$ cat src/rtl/alu_reg_file_pkg.sv
// alu_reg_file_pkg: opcode constants and default widths for alu_reg_file
package alu_reg_file_pkg;
  localparam int DEF_DATA_W    = 8;
  localparam int DEF_REG_COUNT = 8;
  localparam int DEF_ADDR_W    = 3;
  localparam logic [2:0] OP_FWD = 3'd0;
  localparam logic [2:0] OP_ADD = 3'd1;
  localparam logic [2:0] OP_AND = 3'd2;
  localparam logic [2:0] OP_OR  = 3'd3;
  localparam logic [2:0] OP_MUL = 3'd4;
  localparam logic [2:0] OP_SHL = 3'd5;
  localparam logic [2:0] OP_SRA = 3'd6;
  localparam logic [2:0] OP_ROR = 3'd7;
endpackage

$ cat src/rtl/alu_reg_file_alu_core.sv
// alu_core: combinational ALU; multiplier only built when ALU_MULT_EN is defined
module alu_core
  import alu_reg_file_pkg::*;
#(
  parameter int DATA_W = DEF_DATA_W
) (
  input  logic [DATA_W-1:0] i_op1,
  input  logic [DATA_W-1:0] i_op2,
  input  logic [2:0]        i_sel,
  input  logic              i_dir,
  output logic [DATA_W-1:0] o_result,
  output logic              o_zero
);
  localparam logic [DATA_W-1:0] W_L = DATA_W[DATA_W-1:0];
  logic [DATA_W-1:0] w_mul, w_shl, w_sra, w_amt, w_ror;
`ifdef ALU_MULT_EN
  assign w_mul = i_op1 * i_op2;
`else
  assign w_mul = '0;
`endif
  // full-value shift amounts: anything >= DATA_W drains to zero / sign copies
  assign w_shl = i_dir ? i_op1 >> i_op2 : i_op1 << i_op2;
  assign w_sra = $signed(i_op1) >>> i_op2;
  assign w_amt = i_op2 % W_L;
  assign w_ror = (i_op1 >> w_amt) | (i_op1 << (W_L - w_amt));
  assign o_result = (i_sel == OP_FWD) ? i_op2 :
                    (i_sel == OP_ADD) ? i_op1 + i_op2 :
                    (i_sel == OP_AND) ? i_op1 & i_op2 :
                    (i_sel == OP_OR)  ? i_op1 | i_op2 :
                    (i_sel == OP_MUL) ? w_mul :
                    (i_sel == OP_SHL) ? w_shl :
                    (i_sel == OP_SRA) ? w_sra : w_ror;
  assign o_zero = o_result == '0;
endmodule

$ cat src/rtl/alu_reg_file.sv
// alu_reg_file: register file with operand muxing feeding alu_core; build with ALU_MULT_EN to enable multiply
module alu_reg_file
  import alu_reg_file_pkg::*;
#(
  parameter int DATA_W    = DEF_DATA_W,
  parameter int REG_COUNT = DEF_REG_COUNT,
  parameter int ADDR_W    = DEF_ADDR_W
) (
  input  logic              CLK,
  input  logic              RESET,
  input  logic              WRITEENABLE,
  input  logic [ADDR_W-1:0] INADDRESS,
  input  logic [ADDR_W-1:0] OUT1ADDRESS,
  input  logic [ADDR_W-1:0] OUT2ADDRESS,
  input  logic [DATA_W-1:0] IMMEDIATE,
  input  logic              IMM_SEL,
  input  logic              NEG_SEL,
  input  logic [2:0]        SELECT,
  input  logic              SHIFT_DIRECTION,
  output logic [DATA_W-1:0] REGOUT1,
  output logic [DATA_W-1:0] REGOUT2,
  output logic [DATA_W-1:0] RESULT,
  output logic              ZERO
);
  logic [DATA_W-1:0] r_regs [REG_COUNT];
  logic [DATA_W-1:0] w_op2;
  assign REGOUT1 = r_regs[OUT1ADDRESS];
  assign REGOUT2 = r_regs[OUT2ADDRESS];
  assign w_op2 = IMM_SEL ? IMMEDIATE : NEG_SEL ? -REGOUT2 : REGOUT2;
  alu_core #(.DATA_W(DATA_W)) u_alu (
    .i_op1    (REGOUT1),
    .i_op2    (w_op2),
    .i_sel    (SELECT),
    .i_dir    (SHIFT_DIRECTION),
    .o_result (RESULT),
    .o_zero   (ZERO)
  );
  always_ff @(posedge CLK) begin
    if (RESET) r_regs <= '{default: '0};
    else if (WRITEENABLE) r_regs[INADDRESS] <= RESULT;
  end
endmodule

$ cat config.mk
export PLATFORM = sky130hd
export DESIGN_NAME = alu_reg_file
export DESIGN_NICKNAME = d
export VERILOG_FILES = /design/src/rtl/alu_reg_file_pkg.sv /design/src/rtl/alu_reg_file_alu_core.sv /design/src/rtl/alu_reg_file.sv
export SDC_FILE = /design/constraint.sdc
export NUM_CORES = 1
export LEC_CHECK = 0
export CAP_MARGIN = 20
export CORE_ASPECT_RATIO = 1.75
export CORE_MARGIN = 8
export CORE_UTILIZATION = 45
export CTS_BUF_LIST = sky130_fd_sc_hd__clkbuf_4
export CTS_CLUSTER_SIZE = 12
export DETAILED_ROUTE_END_ITERATION = 12
export DONT_BUFFER_PORTS = 1
export GPL_TIMING_DRIVEN = 1
export PLACE_DENSITY_LB_ADDON = 0.25
export SLEW_MARGIN = 20
export SYNTH_ARGS = -nofsm -noshare
export SYNTH_HDL_FRONTEND = slang
export SYNTH_SLANG_ARGS = --single-unit
export TNS_END_PERCENT = 50
$ cat constraint.sdc
create_clock -name CLK -period 6.6 [get_ports CLK]
set_input_delay 0 -clock CLK [delete_from_list [all_inputs] [get_ports CLK]]
set_output_delay 0 -clock CLK [all_outputs]
set_load 0.05 [all_outputs]
==> results.yml <==
cts:
  clockRootBuffer: "clkbuf_4"
  cts.sinks: 64
  holdBufCountCts: 4
  clkTransAtPathRegs_ns: 0.11
  clock_latency_ns: 0.42
  cts_tree: "done"
  post_cts_buffers: 0
  cts-buffers-inserted: 9
  cts_max_path_buffers: 2
  htree_levels: 3
  cts_resized: 0
critical_path:
  arrival_ns: 5.86
  crit_slowest_cell: "a311oi_1"
  crit_buf_inv: 3
  cp_cell_sequence: "mux2i_1 > a22o_1 > or2_2 > ha_1 > inv_1 > a21oi_1 > mux2_2 > or2_0 > inv_1 > mux4_2 > a311oi_1 > o22ai_1 > a31oi_1 > nor3_2 > nand3b_1 > nor4_2 > buf_4"
  setup.worst_path.end_class: "primary output"
  cp-start-kind: "flop"
  critPathTopFamily: "compound AO/OA/AOI/OAI gates"
  cp_max_fo: 23
  crit_path_max_incr_delay_ns: 0.80
  critical_path_class: "reg -> out"
  crit_required_ns: 6.60
  cpMostUsedCell: "inv_1"
logic_synthesis:
  synth.top_cells.by_count: "nand2_1 (90), nor2_1 (88), mux2i_1 (70), dfxtp_1 (64), o21ai_0 (34)"
  yosysMostFrequentCell: "nand2_1"
  synthesis.nets: 786
  synth_ff_type: "dfxtp_1"
  synth_area_um2: 5932
  yosys.area.top_type: "dfxtp_1"
  synthCells: 740
  synth.ff_latch_count: 64
  synth.avg_cell_area_um2: 8.016
  synth.area.top_cells: "dfxtp_1 (22%), mux2i_1 (12%), mux4_2 (7.6%)"
  seq_area_frac_synth_pct: 21.60
  ys_types: 78
  synth_edf_count: 0
  synth_async_sr_flop_share_pct: 0
  synth_warnings: 0
  synth_top_cell_area_share_pct: 21.60
floorplan:
  ios: 51
  dieHeight_um: 167.9
  fp-row-count: 55
  dieWidth_um: 102.8
  die_area_um2: 17260
  start_util_pct: 45.85
  core_area_um2: 12940
sta:
  fin_setup_tns_ns: 0
  timing.final.crit_period_ns: 5.857
  rsz0062_at_grt: "false"
  worstMarginPinSlew_ns: 1.021
  whs_ns: 0.01065
  layout_setup_ws_ns: 0.7434
  skew_ns: 0.01629
  maxSlewViolCount: 0
  setup_viol: 0
  slew_headroom_pct: 31.73
  finalHoldViolCount: 0
  fin_crit_sh_pct: 88.74
  max_freq_mhz: 170.7
finish:
  largest_register_ffs: 64
  area_delta_synth_final_pct: 4.640
  utilization_pct: 47.98
  nNetsFinal: 763
  top_register: "r_regs"
  drive_gt1_share_pct: 12.19
  fin_area_um2: 6207
  top_regs: "r_regs x64"
  antenna_cells: 0
hold_path:
  hp-class: "in -> reg"
place:
  routabilityCongestion: 1.039
  port_buffers: 0
  dp_slack_ns: 1.386
  placed_cell_area_um2: 5996
  dpl.hpwl_um: 17960
global_routing:
  grt_pass1_vias: 5940
  grt_pass1_wl_um: 35420
  grt_usage_pct: 27.67
  antenna_found_initial: 0
  grt_overflow: 0
  grt_max_degree: 65
drt:
  dr_total_vias: 5890
  firstDrtPassIters: 5
  postRouteAntennaNets: 0
  remaining_drc_errors: 0
  post_drt_wl_per_cell_um: 26.23
  drtIter0Drc: 486
  vias_per_cell: 6.596
  drt-total-wl_um: 23430
power_and_ir_drop:
  p_per_area_nw_per_um2: 180.1
  leakagePower_nw: 2.646
  ir_drop_v: 0.0001587
outcome:
  status: "finished, final reports clean"
flow_run:
  drv_cap: 0
==> cells in the final DEF (no fill, tap or decap), types with 8 or more instances in the layout <==
cell and instances:
dfxtp_1 64, nand2_1 90, o21ai_0 34, a21oi_1 31, clkbuf_4 11, nor2b_1 10, ha_1 19, nor2_1 88
o21a_1 26, buf_4 14, inv_1 32, a31oi_1 10, nor3_1 10, mux4_2 20, mux2i_1 70, mux2_2 15
nand3_1 21, nand2b_1 8, o22ai_1 8
==> path summary, 6_finish.rpt <==
path | from | to | slack [ns] | cells after the start
setup / recovery | r_regs[56] | ZERO | 0.74 | 17
setup reg to reg | r_regs[33] | r_regs[59] | 1.50 | 14
hold reg to reg | r_regs[44] | r_regs[44] | 0.48 | 2
hold / removal | WRITEENABLE | r_regs[44] | 0.01 | 3
==> area by class of cell <==
cell class                 count  area (µm²)
multi-input combinational    585        4249
timing repair buffer          18       162.7
tap                          171       214.0
clock buffer                  11       82.58
clock inverter                 5       71.32
inverter                      39       146.4
fill                        1369        6730
sequential                    64        1281
==> per-stage QoR <==
stage,power [mW],instances
2_1_floorplan,0.7302,740
3_3_place_gp,0.8051,873
3_5_place_dp,0.8067,873
4_1_cts,1.112,893
5_1_grt,1.167,893
6_report,1.118,893
==> per-layer routing <==
metal / GRT usage, % / share of wire, % / vias to the layer above / routed length, µm
li1: - / - / 2655 / -
met1: 25.10 / 31 / 2818 / 7342
met2: 50.00 / 52 / 289 / 12290
met3: 7.105 / 7.5 / 128 / 1751
met4: 21.41 / 8.7 / 0 / 2039
met5: 0 / 0 / - / 0
==> tightest hold or removal path, stage by stage <==
cell	delay, ns
and3_1	0.24
nand2_1	0.10
a21oi_1	0.06
==> logic make-up (layout without fill, tap and decap cells) <==
| family | count (synthesis) | after routing | synth area share (%) |
|---|---|---|---|
| AND/OR/NAND/NOR | 262 | 262 | 19.95 |
| XOR/XNOR | 6 | 6 | 0.8859 |
| buffers and inverters | 91 | 73 | 6.876 |
| adder cells (fa/ha/maj) | 20 | 20 | 4.345 |
| flip-flops | 64 | 64 | 21.60 |
| AO/OA/AOI/OAI | 188 | 188 | 22.57 |
| multiplexers | 109 | 109 | 23.77 |
==> report_power, final <==
part           leakage [nW]  switching (mW)  internal (mW)
Sequential            0.517         0.00626          0.394
Combinational          2.05           0.288          0.132
Clock                0.0836           0.139          0.159
No activity file was read; power rests on OpenSTA's default activity.
